==> src/rtl/sdp_bram_arbiter_if.sv <==
// Requester-side bus of the dual-port BRAM arbiter.
// Bit/slice i of every vector belongs to requester i (i = 0, 1).
//   req_valid/req_ready : per-requester handshake; transfer on valid & ready
//   req_we              : 1 = write, 0 = read
//   req_addr/req_wdata/req_be : packed per-requester address, data, byte enables
//   rsp_valid           : one-hot read-return strobe; rsp_data is shared
// modport slave  : arbiter side
// modport master : requester side
interface sdp_bram_arbiter_if #(
  parameter int NB_COL    = 8,
  parameter int COL_WIDTH = 8,
  parameter int ADDR_W    = 9
);
  localparam int DW = NB_COL * COL_WIDTH;

  logic [1:0]          req_valid;
  logic [1:0]          req_ready;
  logic [1:0]          req_we;
  logic [2*ADDR_W-1:0] req_addr;
  logic [2*DW-1:0]     req_wdata;
  logic [2*NB_COL-1:0] req_be;
  logic [1:0]          rsp_valid;
  logic [DW-1:0]       rsp_data;

  modport slave (
    input  req_valid, req_we, req_addr, req_wdata, req_be,
    output req_ready, rsp_valid, rsp_data
  );

  modport master (
    output req_valid, req_we, req_addr, req_wdata, req_be,
    input  req_ready, rsp_valid, rsp_data
  );
endinterface

==> src/rtl/sdp_bram_arbiter.sv <==
// Two-requester arbiter in front of a simple-dual-port BRAM (port A write,
// port B read, 2-cycle registered read). Writes and reads are arbitrated
// independently with a round-robin pointer per type, so one write and one
// read can be accepted in the same cycle.
// Ports:
//   clk, rst    : clock and asynchronous active-high reset
//   bus         : requester bus (sdp_bram_arbiter_if.slave)
//   bram_addra/bram_dina/bram_wea          : BRAM write port
//   bram_addrb/bram_enb/bram_rstb/bram_regceb : BRAM read port controls
//   bram_doutb  : BRAM registered read data
//   busy        : a read is accepted this cycle or still in flight
module sdp_bram_arbiter #(
  parameter int NB_COL    = 8,
  parameter int COL_WIDTH = 8,
  parameter int ADDR_W    = 9,
  localparam int DW       = NB_COL * COL_WIDTH
) (
  input  logic              clk,
  input  logic              rst,
  sdp_bram_arbiter_if.slave bus,
  output logic [ADDR_W-1:0] bram_addra,
  output logic [DW-1:0]     bram_dina,
  output logic [NB_COL-1:0] bram_wea,
  output logic [ADDR_W-1:0] bram_addrb,
  output logic              bram_enb,
  output logic              bram_rstb,
  output logic              bram_regceb,
  input  logic [DW-1:0]     bram_doutb,
  output logic              busy
);

  logic [1:0]        wr_req, rd_req, wr_gnt, rd_gnt;
  logic              wr_pri, rd_pri;
  logic              wr_any, rd_any, wr_sel, rd_sel;
  logic [ADDR_W-1:0] wr_addr_sel, rd_addr_sel;
  logic [DW-1:0]     wr_data_sel;
  logic [NB_COL-1:0] wr_be_sel;
  // read pipeline: stage 0 = address cycle, stage 2 = data on bram_doutb
  logic [2:0]        rd_v, rd_id;

  always_comb begin
    wr_req = '0;
    rd_req = '0;
    if (!rst) begin
      wr_req = bus.req_valid & bus.req_we;
      rd_req = bus.req_valid & ~bus.req_we;
    end
    wr_gnt = wr_req;
    if (wr_req == 2'b11) wr_gnt = wr_pri ? 2'b10 : 2'b01;
    rd_gnt = rd_req;
    if (rd_req == 2'b11) rd_gnt = rd_pri ? 2'b10 : 2'b01;
  end

  assign bus.req_ready = wr_gnt | rd_gnt;
  assign wr_any = |wr_gnt;
  assign rd_any = |rd_gnt;
  assign wr_sel = wr_gnt[1];
  assign rd_sel = rd_gnt[1];

  assign wr_addr_sel = wr_sel ? bus.req_addr[2*ADDR_W-1:ADDR_W] : bus.req_addr[ADDR_W-1:0];
  assign rd_addr_sel = rd_sel ? bus.req_addr[2*ADDR_W-1:ADDR_W] : bus.req_addr[ADDR_W-1:0];
  assign wr_data_sel = wr_sel ? bus.req_wdata[2*DW-1:DW] : bus.req_wdata[DW-1:0];
  assign wr_be_sel   = wr_sel ? bus.req_be[2*NB_COL-1:NB_COL] : bus.req_be[NB_COL-1:0];

  always_ff @(posedge clk or posedge rst) begin
    if (rst) begin
      wr_pri     <= 1'b0;
      rd_pri     <= 1'b0;
      bram_addra <= '0;
      bram_dina  <= '0;
      bram_wea   <= '0;
      bram_addrb <= '0;
      rd_v       <= '0;
      rd_id      <= '0;
    end else begin
      if (wr_any) begin
        wr_pri     <= ~wr_sel;
        bram_addra <= wr_addr_sel;
        bram_dina  <= wr_data_sel;
      end
      bram_wea <= wr_any ? wr_be_sel : '0;
      if (rd_any) begin
        rd_pri     <= ~rd_sel;
        bram_addrb <= rd_addr_sel;
      end
      rd_v  <= {rd_v[1:0], rd_any};
      rd_id <= {rd_id[1:0], rd_sel};
    end
  end

  assign bram_enb      = rd_v[0];
  assign bram_regceb   = ~rst;
  assign bram_rstb     = rst;
  assign bus.rsp_valid = rd_v[2] ? (rd_id[2] ? 2'b10 : 2'b01) : 2'b00;
  assign bus.rsp_data  = bram_doutb;
  assign busy          = (|rd_v) | rd_any;

endmodule

==> src/flat_wrapper.sv <==
// flat-port wrapper written by rule: the top's interface ports become plain ports
module sdp_bram_arbiter_flat 
#(
  parameter int NB_COL    = 8,
  parameter int COL_WIDTH = 8,
  parameter int ADDR_W    = 9,
  localparam int DW       = NB_COL * COL_WIDTH
)
  (clk, rst, bram_addra, bram_dina, bram_wea, bram_addrb, bram_enb, bram_rstb, bram_regceb, bram_doutb, busy, bus_req_valid, bus_req_we, bus_req_addr, bus_req_wdata, bus_req_be, bus_req_ready, bus_rsp_valid, bus_rsp_data);
  sdp_bram_arbiter_if #(.NB_COL(NB_COL), .COL_WIDTH(COL_WIDTH), .ADDR_W(ADDR_W)) bus_i ();
  input  logic clk;
  input  logic rst;
  output logic [ADDR_W-1:0] bram_addra;
  output logic [DW-1:0] bram_dina;
  output logic [NB_COL-1:0] bram_wea;
  output logic [ADDR_W-1:0] bram_addrb;
  output logic bram_enb;
  output logic bram_rstb;
  output logic bram_regceb;
  input  logic [DW-1:0] bram_doutb;
  output logic busy;
  input wire logic [$bits(bus_i.req_valid)-1:0] bus_req_valid;
  input wire logic [$bits(bus_i.req_we)-1:0] bus_req_we;
  input wire logic [$bits(bus_i.req_addr)-1:0] bus_req_addr;
  input wire logic [$bits(bus_i.req_wdata)-1:0] bus_req_wdata;
  input wire logic [$bits(bus_i.req_be)-1:0] bus_req_be;
  output wire logic [$bits(bus_i.req_ready)-1:0] bus_req_ready;
  output wire logic [$bits(bus_i.rsp_valid)-1:0] bus_rsp_valid;
  output wire logic [$bits(bus_i.rsp_data)-1:0] bus_rsp_data;
  assign bus_i.req_valid = bus_req_valid;
  assign bus_i.req_we = bus_req_we;
  assign bus_i.req_addr = bus_req_addr;
  assign bus_i.req_wdata = bus_req_wdata;
  assign bus_i.req_be = bus_req_be;
  assign bus_req_ready = bus_i.req_ready;
  assign bus_rsp_valid = bus_i.rsp_valid;
  assign bus_rsp_data = bus_i.rsp_data;
  sdp_bram_arbiter #(.NB_COL(NB_COL), .COL_WIDTH(COL_WIDTH), .ADDR_W(ADDR_W)) u_core (.clk(clk), .rst(rst), .bus(bus_i), .bram_addra(bram_addra), .bram_dina(bram_dina), .bram_wea(bram_wea), .bram_addrb(bram_addrb), .bram_enb(bram_enb), .bram_rstb(bram_rstb), .bram_regceb(bram_regceb), .bram_doutb(bram_doutb), .busy(busy));
endmodule
==> config.mk <==
export PLATFORM = sky130hd
export DESIGN_NAME = sdp_bram_arbiter_flat
export DESIGN_NICKNAME = d
export VERILOG_FILES = /design/src/rtl/sdp_bram_arbiter_if.sv /design/src/rtl/sdp_bram_arbiter.sv /design/src/flat_wrapper.sv
export SDC_FILE = /design/constraint.sdc
export NUM_CORES = 1
export LEC_CHECK = 0
export ABC_CLOCK_PERIOD_IN_PS = 3900
export BUFFER_PORTS_ARGS = -buffer_cell sky130_fd_sc_hd__buf_2
export CAP_MARGIN = 20
export CORE_AREA = 3 3 153 155
export DETAILED_ROUTE_END_ITERATION = 12
export DIE_AREA = 0 0 156 158
export PLACE_DENSITY = 0.49
export SKIP_CTS_REPAIR_TIMING = 1
export SLEW_MARGIN = 10
export SYNTH_ARGS = -nofsm -noshare
export SYNTH_HDL_FRONTEND = slang
export SYNTH_SLANG_ARGS = --single-unit
==> constraint.sdc <==
create_clock -name clk -period 3.9 [get_ports clk]
set_clock_uncertainty 0.2 [all_clocks]
set_input_delay 0.39 -clock clk [delete_from_list [all_inputs] [get_ports clk]]
set_output_delay 0.39 -clock clk [all_outputs]
set_load 0.02 [all_outputs]
==> results.cfg <==
[run_status]
outcome = finished, final reports clean

[yosys]
yosysWarnings = 0
syn_avg_cell_area_um2 = 11.1
synth_cell_types = 28
synth_seq_cells = 98
synth_cells = 439
syn_nets = 671
synth_area_um2 = 4880
seq_area_frac_synth_pct = 50.3

[cells_and_area]
final_cell_mix = 265 x buf_2, 98 x dfrtp_1, 75 x and3_1, 73 x a221o_1, 26 x nand3_1
n_antenna_cell = 0
drive_gt1_share_pct = 47.3
multiInputGateArea_um2 = 1680
mostFrequentLayoutCell = buf_2
n_fill_cell = 2307
regArea_um2 = 2450
fin_nets = 850
areaGrowthSynthToFinish_pct = 27.7
final_cells = 902

[setup_path]
path_cells = nand3b_1 -> buf_4 -> a21o_1 -> buf_2
reg2regPathDepth = 4
cp_top_family = simple AND/OR/NAND/NOR gates
critPathLaunchType = register
cp_max_fo = 30
worst-path-buf-inv = 2
critical-path-max-stage-delay_ns = 0.58
arrival_ns = 2.20
end_kind = primary output
crit_type = register to primary output
cp.depth = 4
cp_slowest_cell = nand3b_1
cp_data_required_time_ns = 3.31

[sta]
grt_setup_unrepaired = no
setup_tns_ns = 0
final.period_utilization_pct = 71.5
fin_crit_ns = 2.79
timing.fmax_ghz = 0.359
worstMarginPinSlew_ns = 0.803
setup_viol = 0
finalHoldViolCount = 0
maxSlewViolCount = 0
slew-limit-headroom_pct = 46.3

[power_and_ir_drop]
vdd.ir_drop.worst_uv = 152
pwr-share-seq_pct = 41.9
p_int_mw = 2.06
power.density_nw_per_um2 = 488
switching_share_pct = 32.2
total_power_mw = 3.04
power.share.clock_pct = 32.4
p_leak_nw = 3.38
p_comb_share_pct = 25.6
p_sw_mw = 0.977

[worst_hold_path]
hp-class = input port to asynchronous set/reset pin

[detailed_routing]
vias_per_cell = 4.80
drc = 0
drt-total-wl_um = 18400
avgRoutedWirePerCell_um = 20.4
drtPass1Iterations = 4
route.vias.total = 4331
drt_iter0_drc = 271
ant_nets = 0

[global_route]
grt_usage_pct = 14.0
grt_use_met2_pct = 23.6
grt-ovfl-total = 0
antenna_found_initial = 0
busiest_layer = met2
grt_pass1_vias = 4338
grt_max_degree = 55
met1_usage_pct = 16.2
grt_pass1_wl_um = 26500
use_met3_pct = 4.18

[place]
dpl.hpwl_um = 13700
dp.cells = 887
port_buffers = 265
routabilityCongestion = 0.739

[floorplanning]
coreArea_um2 = 22000
start_util_pct = 22.2
die_area_um2 = 24600
pin_count = 394
die_w_um = 156
fp.dieH_um = 158
row_count = 54

[clock_tree]
cts_max_level = 3
clkLatencyLatePin_ns = 0.34
cts-root-buf = clkbuf_16
cts_tree = built
clk_pin_slew_ns = 0.07
clock_path_buffers = 2
cts.sinks = 98
cts_buffers = 9

[job]
cap_violations = 0
==> cell families after synthesis <==
kind of cell,synth area share (%)
buffers and inverters,15.4
DFF,50.3
AOI/OAI and AO/OA,19.4
and+or+nand+nor,14.9
==> worst register-to-register path: stages, from the launching register on <==
cell and delay [ns]:
dfrtp_1 0.47, nand3b_1 0.58, buf_4 0.45, and3_1 0.26, a221o_1 0.27
==> registers in the layout, summed over array words and instances, names as in the netlist <==
signal,count
u_core.rd_v,3
u_core.rd_id,3
u_core.bram_dina,64
u_core.bram_addrb,9
u_core.rd_pri,1
u_core.wr_pri,1
u_core.bram_addra,9
u_core.bram_wea,8
==> through the flow <==
stage	worst slack [ns]	area, um2	utilization, %	hold slack, ns
after floorplan	0.0538	4880	-	0.131
after global placement	1.42	5910	26.9	0.135
after detailed placement	1.41	5910	26.9	0.136
after CTS	1.05	6230	28.4	0.0412
after global routing	0.925	6230	28.4	0.0454
final	1.11	6230	28.4	0.0366
==> power groups by stage <==
| stage | clock network (mW) | logic (mW) | registers (mW) |
|---|---|---|---|
| 3_5_place_dp | 0 | 0.794 | 1.29 |
| 3_3_place_gp | 0 | 0.786 | 1.30 |
| 4_1_cts | 1.02 | 0.794 | 1.28 |
| 5_1_grt | 1.05 | 0.840 | 1.30 |
| 2_1_floorplan | 0 | 0.362 | 1.48 |
| 6_report | 0.986 | 0.778 | 1.27 |
==> layer usage <==
| layer | wire (um) | part of all wire [%] |
|---|---|---|
| met2 | 9110 | 50 |
| met1 | 7040 | 38 |
| met3 | 1610 | 8.7 |
| met4 | 639 | 3.5 |
| met5 | 0 | 0 |
==> worst paths after layout <==
check / startpoint / end / slack [ns]
setup / recovery: u_core.wr_pri / bus_req_ready[1] / 1.11
hold / removal: rst / u_core.bram_wea[4] / 0.04
setup reg to reg: u_core.wr_pri / u_core.bram_dina[52] / 1.57
hold reg to reg: u_core.rd_id[0] / u_core.rd_id[1] / 0.15
max in group asynchronous: rst / u_core.bram_dina[6] / 2.38
min in group clk: bus_req_wdata[13] / u_core.bram_dina[13] / 0.06
==> Yosys cell counts (all sizes together) <==
cell    instances  share of area (%)
dfrtp          98                 50
nand3          26                2.7
or4             1               0.15
nand2b          2               0.26
nand3b          3               0.46
nor2            1              0.077
and2            2               0.26
a221o          73                 15
o211ai          9                1.4
and3b           2               0.36
nor2b           1               0.13
and3           75                9.6
clkbuf         18                1.4
o21ai           9               0.92
nor3b           3               0.56
a311oi          1               0.54
buf            88                 13
nand2           2               0.21
a21o            2               0.31
a31oi           1               0.13
a21oi          11                1.1
inv            10               0.77
or3b            1               0.18
==> cell type report <==
class / count / area share [%]
clock inverter: 5 / 1.39
tap: 280 / 5.62
clock buffer: 10 / 3.68
timing repair buffer: 274 / 22.4
inverter: 10 / 0.643
multi-input combinational: 225 / 26.9
sequential: 98 / 39.4
(Power assumes the default switching activity.)
